### src/rtl/uart_link_core.sv
// UART link: buffered transmitter and 2-flop-synchronised oversampling receiver sharing one tick.
// Even parity is added to both directions when UART_LINK_PARITY_EN is defined.
module uart_link_core #(
    parameter int CLK_FREQ      = 50000000,
    parameter int BAUD_RATE     = 115200,
    parameter int OVERSAMPLE    = 16,
    parameter int DATA_BITS     = 8,
    parameter int TX_FIFO_DEPTH = 4
) (
    input  logic                             clk,
    input  logic                             rst,
    input  logic [DATA_BITS-1:0]             tx_data,
    input  logic                             tx_valid,
    output logic                             tx_ready,
    output logic [$clog2(TX_FIFO_DEPTH):0]   tx_fifo_count,
    output logic                             txd,
    output logic                             tx_busy,
    input  logic                             rxd,
    output logic [DATA_BITS-1:0]             rx_data,
    output logic                             rx_valid,
    output logic                             rx_frame_err,
    output logic                             rx_parity_err
);

    localparam int DIV = CLK_FREQ / (BAUD_RATE * OVERSAMPLE);
    localparam int DW  = $clog2(DIV + 1);
    localparam int OSW = $clog2(OVERSAMPLE);
    localparam int BW  = $clog2(DATA_BITS);
    localparam int AW  = $clog2(TX_FIFO_DEPTH);
    localparam int CW  = AW + 1;
    localparam logic [DW-1:0]  DIV_LAST = DW'(DIV - 1);
    localparam logic [OSW-1:0] OS_LAST  = OSW'(OVERSAMPLE - 1);
    localparam logic [OSW-1:0] OS_MID   = OSW'(OVERSAMPLE / 2 - 1);
    localparam logic [BW-1:0]  BIT_LAST = BW'(DATA_BITS - 1);
    localparam logic [CW-1:0]  DEPTH    = CW'(TX_FIFO_DEPTH);

    typedef enum logic [2:0] {
        IDLE,
        START,
        DATA,
`ifdef UART_LINK_PARITY_EN
        PARITY,
`endif
        STOP
    } state_t;

    logic [DW-1:0] div_cnt;
    logic          tick;

    assign tick = (div_cnt == DIV_LAST);

    always_ff @(posedge clk or posedge rst) begin
        if (rst)       div_cnt <= '0;
        else if (tick) div_cnt <= '0;
        else           div_cnt <= div_cnt + 1'b1;
    end

    // TX buffer: tx_ready is registered from the next count, so a full FIFO never takes a word
    logic [DATA_BITS-1:0] mem [TX_FIFO_DEPTH];
    logic [AW-1:0]        wr_ptr, rd_ptr;
    logic [CW-1:0]        count_d;
    logic                 push, pop;

    assign push = tx_valid && tx_ready;

    always_comb begin
        count_d = tx_fifo_count;
        if (push && !pop)      count_d = tx_fifo_count + 1'b1;
        else if (pop && !push) count_d = tx_fifo_count - 1'b1;
    end

    always_ff @(posedge clk or posedge rst) begin
        if (rst) begin
            wr_ptr        <= '0;
            rd_ptr        <= '0;
            tx_fifo_count <= '0;
            tx_ready      <= 1'b1;
        end else begin
            if (push) wr_ptr <= wr_ptr + 1'b1;
            if (pop)  rd_ptr <= rd_ptr + 1'b1;
            tx_fifo_count <= count_d;
            tx_ready      <= (count_d < DEPTH);
        end
    end

    always_ff @(posedge clk) begin
        if (push) mem[wr_ptr] <= tx_data;
    end

    state_t               tx_state, tx_state_d;
    logic [OSW-1:0]       tx_cnt, tx_cnt_d;
    logic [BW-1:0]        tx_bit, tx_bit_d;
    logic [DATA_BITS-1:0] tx_sh, tx_sh_d;
    logic                 txd_d, load, tx_end;
`ifdef UART_LINK_PARITY_EN
    logic                 tx_par, tx_par_d;
`endif

    always_comb begin
        tx_state_d = tx_state;
        tx_cnt_d   = tx_cnt;
        tx_bit_d   = tx_bit;
        tx_sh_d    = tx_sh;
`ifdef UART_LINK_PARITY_EN
        tx_par_d   = tx_par;
`endif
        pop        = 1'b0;
        load       = 1'b0;
        tx_end     = tick && (tx_cnt == OS_LAST);
        if (tx_state != IDLE && tick) tx_cnt_d = tx_end ? '0 : tx_cnt + 1'b1;
        case (tx_state)
            IDLE:  load = tick && (tx_fifo_count != '0);
            START: if (tx_end) tx_state_d = DATA;
            DATA: begin
                if (tx_end) begin
                    tx_sh_d  = tx_sh >> 1;
                    tx_bit_d = tx_bit + 1'b1;
                    if (tx_bit == BIT_LAST) begin
                        tx_bit_d = '0;
`ifdef UART_LINK_PARITY_EN
                        tx_state_d = PARITY;
`else
                        tx_state_d = STOP;
`endif
                    end
                end
            end
`ifdef UART_LINK_PARITY_EN
            PARITY: if (tx_end) tx_state_d = STOP;
`endif
            STOP: begin
                // a waiting word starts straight out of the stop bit, no idle tick in between
                if (tx_end) begin
                    if (tx_fifo_count != '0) load = 1'b1;
                    else                     tx_state_d = IDLE;
                end
            end
            default: tx_state_d = IDLE;
        endcase
        if (load) begin
            pop        = 1'b1;
            tx_state_d = START;
            tx_cnt_d   = '0;
            tx_bit_d   = '0;
            tx_sh_d    = mem[rd_ptr];
`ifdef UART_LINK_PARITY_EN
            tx_par_d   = ^mem[rd_ptr];
`endif
        end
        case (tx_state_d)
            START:   txd_d = 1'b0;
            DATA:    txd_d = tx_sh_d[0];
`ifdef UART_LINK_PARITY_EN
            PARITY:  txd_d = tx_par_d;
`endif
            default: txd_d = 1'b1;
        endcase
    end

    always_ff @(posedge clk or posedge rst) begin
        if (rst) begin
            tx_state <= IDLE;
            tx_cnt   <= '0;
            tx_bit   <= '0;
            txd      <= 1'b1;
        end else begin
            tx_state <= tx_state_d;
            tx_cnt   <= tx_cnt_d;
            tx_bit   <= tx_bit_d;
            txd      <= txd_d;
        end
    end

    always_ff @(posedge clk) begin
        tx_sh  <= tx_sh_d;
`ifdef UART_LINK_PARITY_EN
        tx_par <= tx_par_d;
`endif
    end

    assign tx_busy = (tx_state != IDLE) || (tx_fifo_count != '0);

    // RX: a start edge needs the line high first, so a held-low break cannot retrigger
    logic [1:0]           sync;
    logic                 rx_s, rx_prev, rx_mid;
    state_t               rx_state, rx_state_d;
    logic [OSW-1:0]       rx_cnt, rx_cnt_d;
    logic [BW-1:0]        rx_bit, rx_bit_d;
    logic [DATA_BITS-1:0] rx_sh, rx_sh_d, rx_data_d;
    logic                 rx_valid_d, rx_ferr_d;
`ifdef UART_LINK_PARITY_EN
    logic                 rx_par, rx_par_d, rx_perr_d;
`endif

    assign rx_s = sync[1];

    always_comb begin
        rx_state_d = rx_state;
        rx_cnt_d   = rx_cnt;
        rx_bit_d   = rx_bit;
        rx_sh_d    = rx_sh;
        rx_data_d  = rx_data;
        rx_valid_d = 1'b0;
        rx_ferr_d  = rx_frame_err;
`ifdef UART_LINK_PARITY_EN
        rx_par_d   = rx_par;
        rx_perr_d  = rx_parity_err;
`endif
        rx_mid = tick && (rx_cnt == ((rx_state == START) ? OS_MID : OS_LAST));
        if (rx_state != IDLE && tick) rx_cnt_d = rx_mid ? '0 : rx_cnt + 1'b1;
        case (rx_state)
            IDLE: begin
                if (rx_prev && !rx_s) begin
                    rx_state_d = START;
                    rx_cnt_d   = '0;
                end
            end
            START: begin
                if (rx_mid) begin
                    rx_bit_d   = '0;
                    rx_state_d = rx_s ? IDLE : DATA;
                end
            end
            DATA: begin
                if (rx_mid) begin
                    rx_sh_d  = {rx_s, rx_sh[DATA_BITS-1:1]};
                    rx_bit_d = rx_bit + 1'b1;
                    if (rx_bit == BIT_LAST) begin
`ifdef UART_LINK_PARITY_EN
                        rx_state_d = PARITY;
`else
                        rx_state_d = STOP;
`endif
                    end
                end
            end
`ifdef UART_LINK_PARITY_EN
            PARITY: begin
                if (rx_mid) begin
                    rx_par_d   = rx_s;
                    rx_state_d = STOP;
                end
            end
`endif
            STOP: begin
                if (rx_mid) begin
                    rx_state_d = IDLE;
                    rx_valid_d = 1'b1;
                    rx_data_d  = rx_sh;
                    rx_ferr_d  = !rx_s;
`ifdef UART_LINK_PARITY_EN
                    rx_perr_d  = rx_par ^ (^rx_sh);
`endif
                end
            end
            default: rx_state_d = IDLE;
        endcase
    end

    always_ff @(posedge clk or posedge rst) begin
        if (rst) begin
            sync          <= 2'b11;
            rx_prev       <= 1'b1;
            rx_state      <= IDLE;
            rx_cnt        <= '0;
            rx_bit        <= '0;
            rx_valid      <= 1'b0;
            rx_data       <= '0;
            rx_frame_err  <= 1'b0;
`ifdef UART_LINK_PARITY_EN
            rx_parity_err <= 1'b0;
`endif
        end else begin
            sync          <= {sync[0], rxd};
            rx_prev       <= rx_s;
            rx_state      <= rx_state_d;
            rx_cnt        <= rx_cnt_d;
            rx_bit        <= rx_bit_d;
            rx_valid      <= rx_valid_d;
            rx_data       <= rx_data_d;
            rx_frame_err  <= rx_ferr_d;
`ifdef UART_LINK_PARITY_EN
            rx_parity_err <= rx_perr_d;
`endif
        end
    end

    always_ff @(posedge clk) begin
        rx_sh  <= rx_sh_d;
`ifdef UART_LINK_PARITY_EN
        rx_par <= rx_par_d;
`endif
    end

`ifndef UART_LINK_PARITY_EN
    assign rx_parity_err = 1'b0;
`endif

endmodule

### config.mk
export PLATFORM = sky130hd
export DESIGN_NAME = uart_link_core
export DESIGN_NICKNAME = d
export VERILOG_FILES = /design/src/rtl/uart_link_core.sv
export SDC_FILE = /design/constraint.sdc
export NUM_CORES = 1
export LEC_CHECK = 0
export CORE_MARGIN = 3
export CORE_UTILIZATION = 30
export CTS_CLUSTER_SIZE = 28
export DETAILED_ROUTE_END_ITERATION = 8
export GPL_TIMING_DRIVEN = 0
export PLACE_DENSITY = 0.55
export SYNTH_ARGS = -nofsm -noshare
export SYNTH_HDL_FRONTEND = slang
export SYNTH_SLANG_ARGS = --single-unit
### constraint.sdc
create_clock -name clk -period 3.32 [get_ports clk]
set_clock_uncertainty 0.05 [all_clocks]
set_input_delay 0.498 -clock clk [delete_from_list [all_inputs] [get_ports clk]]
set_output_delay 0.498 -clock clk [all_outputs]
set_load 0.05 [all_outputs]
==> impl_metrics.toml <==
[floorplan]
dieArea_mm2 = 0.0148
start_util = 0.312
ios = 29
core_mm2 = 0.0129
die_width_um = 122
std_cell_rows = 41
die_y_um = 122

[worst_setup_path]
worst_setup_path_start_kind = "flip-flop"
r2r-start = "div_cnt[0]"
worstPathMaxFanout = 5
critPathMaxStageDelay_ns = 0.73
endpoint = "tx_busy"
crit_chain = "inv_1 > ha_1 > nand2b_1 > or4_1 > clkdlybuf4s50_1"
rr_worst_depth = 12
required_ns = 2.77
cp-end-kind = "output port"
cpMaxStageDelayCell = "clkdlybuf4s50_1"
reg2reg_to = "tx_ready"
path_class = "flip-flop to output port"
startpoint = "tx_fifo_count[0]"
arrival_ns = 2.30
r2r_slack_ns = 0.68

[cts]
clockBufferDepth = 2
cts_tree = "done"
clockRootBuffer = "clkbuf_16"
cts_setup_buffers = 0
ctsResizeCount = 0
clk_latency_ns = 0.34
htreeDepth = 3
clock_sinks = 94
cts_inserted_buffers = 9
postCtsHoldBufs = 0
clk_pin_slew_worst_paths_ns = 0.07

[status]
status = "completed"

[logic_synthesis]
synth_ff_type = "edfxtp_1"
synth_warnings = 0
synth-edff-count = 47
synth_fa_ha_area_frac = 0.0529
synth.largest_area_cell = "edfxtp_1"
async_flop_share = 0.489
postSynthCellCount = 290
synth.most_common_cell = "edfxtp_1"
ys_top_cells_by_area = "edfxtp_1, dfrtp_1, ha_1, mux4_2, dfstp_2"
ys_ff_latch = 94
synth_top_family_by_area = "simple AND/OR/NAND/NOR gates"
synth_cell_types = 51
synth_simple_gate_area_share = 0.0993
synth_xor_area_frac = 0.0153
yosysTopAreaCellShare = 0.351
yosysSeqAreaShare = 0.644
synthMuxAreaShare = 0.0837
netlist_area_mm2 = 0.00402
syn_avg_cell_area_um2 = 13.9
synth_commonest_cells = "edfxtp_1, dfrtp_1, nor2_1"
synth_compound_area_frac = 0.0775

[detailed_routing]
drt-initial-drc-count = 121
drtPass1Iterations = 4
drcViolationCount = 0
ant_nets = 0
wl_per_cell_um = 13.7
vias = 2323
vias_per_cell = 4.58
wl_mm = 6.97

[place]
port_buffers = 27
gp_congestion = 0.761
place_hpwl_mm = 4.77
placed_cells = 491

[cells_and_area]
instances_no_fill = 507
syn2layout_area_growth_pct = 20.8
n_fill_cell = 1220
n_antenna_cell = 0
nNetsFinal = 359
final_layout_size_suffix_gt1_frac = 0.146

[sta]
min_period_ns = 2.85
fin_tns_setup_ns = 0
finalSetupViolations = 0
hold_viol_final = 0
post-route-period-util = 0.859
maxSlewHeadroom = 0.478
tightest_slew_ns = 0.782
fmax_mhz = 351
rsz0062_at_grt = "no"
slew_violations = 0

[power]
ir_drop_v = 0.000317
leakagePower_uw = 0.00194
power_density_mw_per_mm2 = 621

[global_routing]
gr-usage-all-layers = 0.101
grt_pass1_vias = 2383
antenna_found_initial = 0
grt_pass1_wl_mm = 11.8
grt_remaining_overflow = 0
grt_max_degree = 30

[run]
cap_violations = 0

[worst_hold_path]
hold_path_class = "flip-flop to flip-flop"
-- placed cells by master, fill, tap and decap left out, drive strengths merged, types with 5 or more instances in the layout --
cell type,instances
a21oi,12
a22o,10
and3,8
buf,8
clkbuf,13
clkdlybuf4s50,27
dfrtp,41
dfstp,5
edfxtp,47
ha,17
inv,16
mux2,10
mux4,8
nand2,21
nor2,25
o21ai,8
xnor2,6
-- worst min path at each step --
| stage | from | endpoint | slack [ns] | depth (start not counted) |
|---|---|---|---|---|
| finish | sync[0] | sync[1] | 0.31 | 0 |
| global placement | sync[0] | sync[1] | 0.30 | 0 |
| floorplan | sync[0] | sync[1] | 0.30 | 0 |
| detailed placement | sync[0] | sync[1] | 0.30 | 0 |
| CTS | sync[0] | sync[1] | 0.31 | 0 |
| global route | sync[0] | sync[1] | 0.31 | 0 |
-- area by class of cell --
| type | instances | area (um2) | area share |
|---|---|---|---|
| Sequential cell | 94 | 2590 | 0.533 |
| Multi-Input combinational cell | 171 | 1330 | 0.275 |
| Timing Repair Buffer | 28 | 290 | 0.0598 |
| Clock buffer | 9 | 225 | 0.0464 |
| Tap cell | 172 | 215 | 0.0443 |
| Clock inverter | 7 | 96.3 | 0.0198 |
| Inverter | 15 | 56.3 | 0.0116 |
| Buffer | 11 | 50.0 | 0.0103 |
-- state kept, by name, indices dropped and copies added, names as in the netlist, 3 cells and up --
name and count:
tx_sh 8, rx_data 8, div_cnt 5, tx_bit 3
tx_fifo_count 3, rx_sh 8, mem 32, tx_state 3
tx_cnt 4, rx_bit 3, rx_cnt 4
-- layer usage --
metal	share of wire	vias up	track usage
met5	0	-	0
met4	0.0079	0	0.0294
met3	0.037	6	0.0339
met2	0.50	32	0.164
met1	0.46	1144	0.130
li1	-	1141	-
-- cells by family (layout without fill, tap and decap cells) --
| kind of cell | Yosys count | count (layout) |
|---|---|---|
| adders and majority gates | 17 | 17 |
| xor gates and xnor gates | 7 | 7 |
| other | 1 | 2 |
| DFF | 94 | 94 |
| muxes | 22 | 22 |
| AOI/OAI and AO/OA | 45 | 45 |
| and+or+nand+nor | 78 | 78 |
| buffers and inverters | 26 | 70 |
-- worst max-delay path, delay by kind of cell, from the launching register on --
family	cells	cell delay, ns
adders and majority gates	1	0.14
buffers and inverters	2	0.84
DFF	1	0.43
and+or+nand+nor	2	0.55
-- through the flow --
stage	setup WS, ns	area [um2]	power [uW]	hold slack [ns]	util
finish	0.469	4860	3010	0.307	0.377
global route	0.375	4860	3180	0.314	0.377
CTS	0.328	4850	3070	0.309	0.377
detailed placement	0.329	4530	1950	0.298	0.352
global placement	0.381	4510	1940	0.299	0.350
floorplan	0.875	4020	1790	0.295	-
-- power by group --
part	internal, uW	total [uW]	switching, uW
combinational	198	502	304
clock	661	1100	436
sequential	1350	1420	65.8
Note: power is estimated with default switching activity, not from simulation.
